### src/rtl/contador_comida.sv
// contador_comida: food level counter for the virtual pet.
// Hunger decays while the room is lit; holding the (debounced) feed button
// while the downstream FSM allows it raises the level one step per
// CICLOS_COMER cycles until full.
module contador_comida #(
    parameter int CICLOS_DECAY      = 250,
    parameter int CICLOS_COMER      = 50,
    parameter int CICLOS_ANTIRREBOTE = 4
) (
    input  logic       clk,
    input  logic       reset,
    input  logic       Boton_Comida,
    input  logic       Activo_Comida,
    input  logic       Sensor_Luz,
    output logic [1:0] Nivel_Comida,
    output logic       Comiendo,
    output logic       Pulso_Decay
);

    // Counter widths: $clog2 of the period, never narrower than one bit.
    localparam int W_DECAY = (CICLOS_DECAY > 1)       ? $clog2(CICLOS_DECAY)       : 1;
    localparam int W_COMER = (CICLOS_COMER > 1)       ? $clog2(CICLOS_COMER)       : 1;
    localparam int W_REB   = (CICLOS_ANTIRREBOTE > 1) ? $clog2(CICLOS_ANTIRREBOTE) : 1;

    localparam logic [W_DECAY-1:0] DECAY_MAX = W_DECAY'(CICLOS_DECAY - 1);
    localparam logic [W_COMER-1:0] COMER_MAX = W_COMER'(CICLOS_COMER - 1);
    localparam logic [W_REB-1:0]   REB_MAX   = W_REB'(CICLOS_ANTIRREBOTE - 1);

    localparam logic [1:0] NIVEL_LLENO = 2'd3;

    // FSM encodings
    localparam logic [1:0] ST_NORMAL   = 2'd0;
    localparam logic [1:0] ST_COMIENDO = 2'd1;
    localparam logic [1:0] ST_LLENO    = 2'd2;

    // Synchronizer and debounce state
    logic             sync1_q, sync2_q;
    logic             boton_f_q, boton_f_d;
    logic [W_REB-1:0] cnt_reb_q, cnt_reb_d;

    // Main FSM and counters
    logic [1:0]         state_q, state_d;
    logic [1:0]         nivel_q, nivel_d;
    logic [W_DECAY-1:0] cnt_decay_q, cnt_decay_d;
    logic [W_COMER-1:0] cnt_comer_q, cnt_comer_d;
    logic               comiendo_q;
    logic               pulso_q, pulso_d;

    // Two-flop synchronizer for the asynchronous raw button
    always_ff @(posedge clk or negedge reset) begin
        if (!reset) begin
            sync1_q <= 1'b0;
            sync2_q <= 1'b0;
        end else begin
            sync1_q <= Boton_Comida;
            sync2_q <= sync1_q;
        end
    end

    // Debounce: accept the synchronized value once it has disagreed with the
    // filtered value for CICLOS_ANTIRREBOTE consecutive cycles
    always_comb begin
        boton_f_d = boton_f_q;
        cnt_reb_d = '0;
        if (sync2_q != boton_f_q) begin
            if (cnt_reb_q == REB_MAX) begin
                boton_f_d = sync2_q;
                cnt_reb_d = '0;
            end else begin
                cnt_reb_d = cnt_reb_q + 1'b1;
            end
        end
    end

    // Debounce registers
    always_ff @(posedge clk or negedge reset) begin
        if (!reset) begin
            boton_f_q <= 1'b0;
            cnt_reb_q <= '0;
        end else begin
            boton_f_q <= boton_f_d;
            cnt_reb_q <= cnt_reb_d;
        end
    end

    // FSM next state, level update, decay and eat counters
    always_comb begin
        state_d     = state_q;
        nivel_d     = nivel_q;
        cnt_decay_d = cnt_decay_q;
        cnt_comer_d = cnt_comer_q;
        pulso_d     = 1'b0;

        case (state_q)
            ST_NORMAL: begin
                if (boton_f_q && (nivel_q == NIVEL_LLENO)) begin
                    // Already full: park in LLENO without eating
                    state_d = ST_LLENO;
                end else if (boton_f_q && Activo_Comida) begin
                    state_d     = ST_COMIENDO;
                    cnt_comer_d = '0;
                    cnt_decay_d = '0;
                end else if (Sensor_Luz) begin
                    if (cnt_decay_q == DECAY_MAX) begin
                        cnt_decay_d = '0;
                        if (nivel_q != 2'd0) begin
                            nivel_d = nivel_q - 2'd1;
                            pulso_d = 1'b1;
                        end
                    end else begin
                        cnt_decay_d = cnt_decay_q + 1'b1;
                    end
                end
            end

            ST_COMIENDO: begin
                // Release/disable is checked first so it beats a pending increment
                if (!boton_f_q || !Activo_Comida) begin
                    state_d     = ST_NORMAL;
                    cnt_comer_d = '0;
                end else if (cnt_comer_q == COMER_MAX) begin
                    cnt_comer_d = '0;
                    if (nivel_q >= 2'd2) begin
                        nivel_d = NIVEL_LLENO;
                        state_d = ST_LLENO;
                    end else begin
                        nivel_d = nivel_q + 2'd1;
                    end
                end else begin
                    cnt_comer_d = cnt_comer_q + 1'b1;
                end
            end

            ST_LLENO: begin
                if (!boton_f_q) begin
                    state_d     = ST_NORMAL;
                    cnt_decay_d = '0;
                end
            end

            default: begin
                state_d = ST_NORMAL;
            end
        endcase
    end

    // FSM, level and counter registers; outputs are registered here too
    always_ff @(posedge clk or negedge reset) begin
        if (!reset) begin
            state_q     <= ST_NORMAL;
            nivel_q     <= NIVEL_LLENO;
            cnt_decay_q <= '0;
            cnt_comer_q <= '0;
            comiendo_q  <= 1'b0;
            pulso_q     <= 1'b0;
        end else begin
            state_q     <= state_d;
            nivel_q     <= nivel_d;
            cnt_decay_q <= cnt_decay_d;
            cnt_comer_q <= cnt_comer_d;
            comiendo_q  <= (state_d == ST_COMIENDO);
            pulso_q     <= pulso_d;
        end
    end

    assign Nivel_Comida = nivel_q;
    assign Comiendo     = comiendo_q;
    assign Pulso_Decay  = pulso_q;

endmodule

### config.mk
export PLATFORM = sky130hd
export DESIGN_NAME = contador_comida
export DESIGN_NICKNAME = d
export VERILOG_FILES = /design/src/rtl/contador_comida.sv
export SDC_FILE = /design/constraint.sdc
export NUM_CORES = 1
export LEC_CHECK = 0
export CAP_MARGIN = 10
export CORE_ASPECT_RATIO = 1.75
export CORE_UTILIZATION = 58
export DETAILED_ROUTE_END_ITERATION = 8
export PLACE_DENSITY_LB_ADDON = 0.25
export SETUP_SLACK_MARGIN = 0.1
export SLEW_MARGIN = 20
export SYNTH_ARGS = -nofsm -noshare
export SYNTH_HDL_FRONTEND = slang
export SYNTH_SLANG_ARGS = --single-unit
### constraint.sdc
create_clock -name clk -period 2.3 [get_ports clk]
set_input_delay 0.46 -clock clk [delete_from_list [all_inputs] [get_ports clk]]
set_output_delay 0.46 -clock clk [all_outputs]
set_load 0.02 [all_outputs]
Word-level counts from Yosys, hierarchy flattened
Index checks and enable logic that the tools add are counted.
{ "op_classes": {"n_addsub": 5, "reduce_logical": 13, "n_mux": 35, "n_eq_ne": 18, "n_lt_le_gt_ge": 1} }
{ "op_table": {"columns": ["operator", "count"], "rows": [
  ["8-bit 2-to-1 mux", 5],
  ["2-bit 2-to-1 mux", 16],
  ["6-bit 2-to-1 mux", 4],
  ["2-bit inequality test (second input constant)", 9],
  ["8-bit case mux with 2 select lines", 1],
  ["6-bit case mux with 2 select lines", 1],
  ["8-bit by 1-bit adder with 8-bit output (second input constant)", 1],
  ["8-bit == test (second input constant)", 1],
  ["8-bit AND reduction", 1],
  ["6-bit by 1-bit adder with 6-bit output (second input constant)", 1],
  ["2-bit == test (second input constant)", 3],
  ["6-bit == test (second input constant)", 1],
  ["1-bit 2-to-1 mux", 6],
  ["2-bit case mux with 3 select lines", 1],
  ["2-bit nonzero test", 3],
  ["2-bit by 1-bit adder with 2-bit output (second input constant)", 2],
  ["2-bit by 1-bit == test with 1-bit output (second input constant)", 2],
  ["2-bit case mux with 2 select lines", 1],
  ["4-bit AND reduction", 1],
  ["3-bit inequality test (second input constant)", 1],
  ["3-bit AND reduction", 1],
  ["2-bit greater-or-equal comparator (second input constant)", 1],
  ["1-bit logical AND", 2],
  ["1-bit logical NOT", 2],
  ["other kinds (5)", 5]
]} }
{ "word_totals": {"out_inout_bits": 4, "regBits": 25, "input_bits": 5} }

Depth between registers and ports, before layout
{ "depth": {"ltp_word": 7, "mapped_depth": 6, "ltp_nobuf": 6} }

Worst setup path after synthesis
OpenSTA, ideal clock, no wires.
{ "synth_timing": {"kind": "flip-flop to flip-flop", "from": "register nivel_q[0], in the netlist Nivel_Comida[0]", "to": "register nivel_q[0], in the netlist Nivel_Comida[0]", "path_buffers": 0, "required_ps": 2219, "setup_ps": 81, "t_arrival_ps": 1674, "path_stages_with_launch": 7, "slack_ps": 545, "path_cell_list": "dfstp_2 inv_1 ha_1 or3b_4 nor4_4 a2bb2oi_2 a32oi_1"} }
{ "synth_between": {"elab_chain_len": 7, "elab_cells_between_ends": 18} }
{ "synth_rtl": {"columns": ["element", "line_no", "rtl"], "rows": [
  ["start: declaration", "43", "logic [1:0] nivel_q, nivel_d;"],
  ["start signal: assignment", "158", "nivel_q <= nivel_d;"],
  ["2-bit by 1-bit subtractor with 2-bit output", "107", "nivel_d = nivel_q - 2'd1;"],
  ["2-bit 2-to-1 mux", "106", "if (nivel_q != 2'd0) begin"],
  ["2-bit 2-to-1 mux", "104", "if (cnt_decay_q == DECAY_MAX) begin"],
  ["2-bit 2-to-1 mux", "103", "end else if (Sensor_Luz) begin"],
  ["2-bit 2-to-1 mux", "99", "end else if (boton_f_q && Activo_Comida) begin"],
  ["2-bit 2-to-1 mux", "96", "if (boton_f_q && (nivel_q == NIVEL_LLENO)) begin"],
  ["2-bit case mux with 2 select lines", "94", "case (state_q)"]
]} }
Several ways; a longest one is shown, not always the timed one. The select of a mux whose other input is x is not followed.
A chain may end at the register's enable or synchronous reset.

Worst setup path after layout
{ "layout_timing": {"from": "register nivel_q[1], in the netlist Nivel_Comida[1]", "to": "output port Nivel_Comida[1]"} }
{ "layout_rtl": {"columns": ["element", "line_no", "rtl"], "rows": [
  ["end: declaration", "15", "output logic [1:0] Nivel_Comida,"]
]} }
No word-level cell between the ends.

==> impl_metrics.ini <==
[outcome]
status = finished clean

[place]
gp_congestion = 0.809
port_buffers = 8
dp_hpwl_um = 2130
placed_cells_incl_taps = 162

[layout]
instances_no_fill = 166
fillers = 194
multi_input_area_um2 = 777
post-route-util_pct = 68.4
syn_to_final_growth_pct = 10.0
seqCellArea_um2 = 628
fin_nets = 157
drive_above_1_share_pct = 13.5
diodes = 0

[yosys]
ys_seq_elements = 25
netlist_area_mm2 = 0.00145
yosysSeqAreaShare_pct = 43.3
async_flop_share_pct = 100
synth_edf_count = 0
synth_nets = 145
avgSynthCellArea_um2 = 11.2
yosys_warnings = 0
synthDistinctLibCells = 43
synth_flop_cell = dfrtp_1
syn_inst = 130

[route]
wl_per_cell_um = 16.5
ant_nets = 0
first_pass_iters = 4
via_per_inst = 6.13
routed_wl_um = 2740
vias = 1017
drt_iter0_drc = 15
post-route-drc-count = 0

[pwr]
power_density_mw_per_mm2 = 765
p_total_mw = 1.22
p_leak_nw = 0.746
ir_worst_vdd_v = 0.000540

[timing]
skew_ns = 0.00159
layout_worst_path_cycle_share_pct = 82.9
maxSlewViolCount = 0
slew-limit-headroom_pct = 74.7
setup_violations = 0
fmaxAchievable_mhz = 525
rsz0062_at_grt = false
tns_ns = 0
layout_min_cycle_time_ns = 1.91
tightest_slew_ns = 0.379
finalHoldViolations = 0

[global_route]
met3_usage_pct = 1.95
gr-usage-met1_pct = 22.1
grt-busiest-layer = met2
grtUsageMet2_pct = 48.4
overflow = 0
grt_pass1_vias = 1058
antenna_found_initial = 0
grt.total_usage_pct = 23.8
grt_pass1_wl_um = 4410
grt_max_degree = 26

[setup_path]
cp-startpoint = Nivel_Comida[1]
crit_fanout = 5
max_stage_delay_ns = 0.61
start_kind = flop
cp.required_ns = 1.84
path_delay_family = buffers and inverters
crit_chain = clkdlybuf4s50_1
critPathCaptureType = output port
cp.arrival_ns = 1.45
r2r_start = Nivel_Comida[1]
path_buf_inv = 1
slowest_stage = clkdlybuf4s50_1
critical_path_class = reg2out

[hold_path]
holdCritStartpoint = sync1_q
worst_hold_path_type = reg2reg

[cts]
cts.repair.resized = 0
cts_tree = yes
post_cts_buffers = 0
clkLatencyLatePin_ns = 0.27
clk_pin_slew_ns = 0.09
numCtsBuffers = 3
cts_num_sinks = 25
clk_path_buf_depth = 2
cts_max_level = 1
holdBufCountCts = 0
cts-root-buf = clkbuf_8

[die]
rows = 23
die_h_um = 68.1
ios = 9
core-area_mm2 = 0.00233
dieArea_mm2 = 0.00271
start_util_pct = 62.2
die_w_um = 39.8

[run]
max_cap_viol_count = 0
## per-layer routing
| layer | vias to the layer above | part of all wire (%) |
|---|---|---|
| met5 | - | 0 |
| met4 | 0 | 1.1 |
| met3 | 4 | 1.2 |
| met2 | 6 | 59 |
| met1 | 507 | 38 |
| li1 | 500 | - |
## placed cells by master (no fill, tap or decap), types with 2 or more instances in the layout
| cell | netlist | final |
|---|---|---|
| a21o_1 | 2 | 2 |
| a21oi_1 | 3 | 3 |
| a22o_1 | 6 | 6 |
| and3_1 | 5 | 5 |
| clkbuf_8 | 0 | 3 |
| clkdlybuf4s50_1 | 0 | 8 |
| dfrtp_1 | 23 | 23 |
| dfstp_2 | 2 | 2 |
| ha_1 | 10 | 10 |
| inv_1 | 6 | 6 |
| mux2_2 | 3 | 3 |
| nand2_1 | 9 | 9 |
| nand3_1 | 2 | 2 |
| nand4b_1 | 2 | 2 |
| nor2_1 | 4 | 4 |
| nor2b_1 | 7 | 7 |
| nor3_1 | 3 | 3 |
| nor3b_1 | 2 | 2 |
| o21a_1 | 2 | 2 |
| o21ai_0 | 3 | 3 |
| o21ai_1 | 8 | 8 |
| o311a_1 | 2 | 2 |
| o31ai_1 | 3 | 3 |
## cells by family after synthesis
group	share of synthesized area, %
AOI/OAI and AO/OA	21.7
adders and majority gates	8.63
xor gates and xnor gates	0.604
and+or+nand+nor	19.7
buffers and inverters	3.11
DFF	43.3
muxes	3.02
## flip-flops by register name, summed over array words and instances (netlist names)
register	count
cnt_comer_q	6
sync1_q	1
Comiendo	1
Nivel_Comida	2
boton_f_q	1
cnt_reb_q	2
cnt_decay_q	8
state_q	2
Pulso_Decay	1
sync2_q	1
## worst paths after layout
check                                       end  slack [ns]  cells past startpoint
worst max-delay path            Nivel_Comida[1]        0.39                      1
worst min-delay path                    sync2_q        0.36                      0
worst max register to register  Nivel_Comida[1]        0.51                      6
worst min register to register          sync2_q        0.36                      0
max in group asynchronous       Nivel_Comida[1]        1.46                      2
min in group asynchronous        cnt_decay_q[2]        0.54                      2
## metrics by stage
step / hold slack (ns) / instance area, µm² / worst slack, ns
2_1_floorplan: 0.164 / 1450 / 0.545
3_3_place_gp: 0.335 / 1550 / 0.313
3_5_place_dp: 0.341 / 1550 / 0.275
4_1_cts: 0.362 / 1600 / 0.387
5_1_grt: 0.376 / 1600 / 0.356
6_report: 0.360 / 1600 / 0.393
## power by group
group          switching, mW  internal [mW]
Clock                  0.143          0.123
Sequential            0.0796          0.496
Combinational          0.209          0.171
Total                  0.431          0.789
## cells in the mapped netlist (2+ instances only)
cell,count,area (µm²)
a21oi_1,3,15.0
a22o_1,6,52.6
o31ai_1,3,22.5
o21ai_1,8,40.0
dfstp_2,2,52.6
o21a_1,2,15.0
nor2_1,4,15.0
o311a_1,2,20.0
nor3_1,3,15.0
nand4b_1,2,17.5
a21o_1,2,15.0
buf_6,2,22.5
nor2b_1,7,43.8
o21ai_0,3,15.0
nor3b_1,2,15.0
nand2_1,9,33.8
mux2_2,3,33.8
dfrtp_1,23,576
ha_1,10,125
and3_1,5,31.3
nand3_1,2,10.0
inv_1,6,22.5
## final cells by class
cell class                 instances  share of cell area [%]
clock buffer                       3                    2.59
clock inverter                     1                   0.471
inverter                           6                    1.41
multi-input combinational         97                    48.7
sequential                        25                    39.4
tap                               25                    1.96
timing repair buffer               9                    5.49
Note: power is estimated with default switching activity, not from simulation.
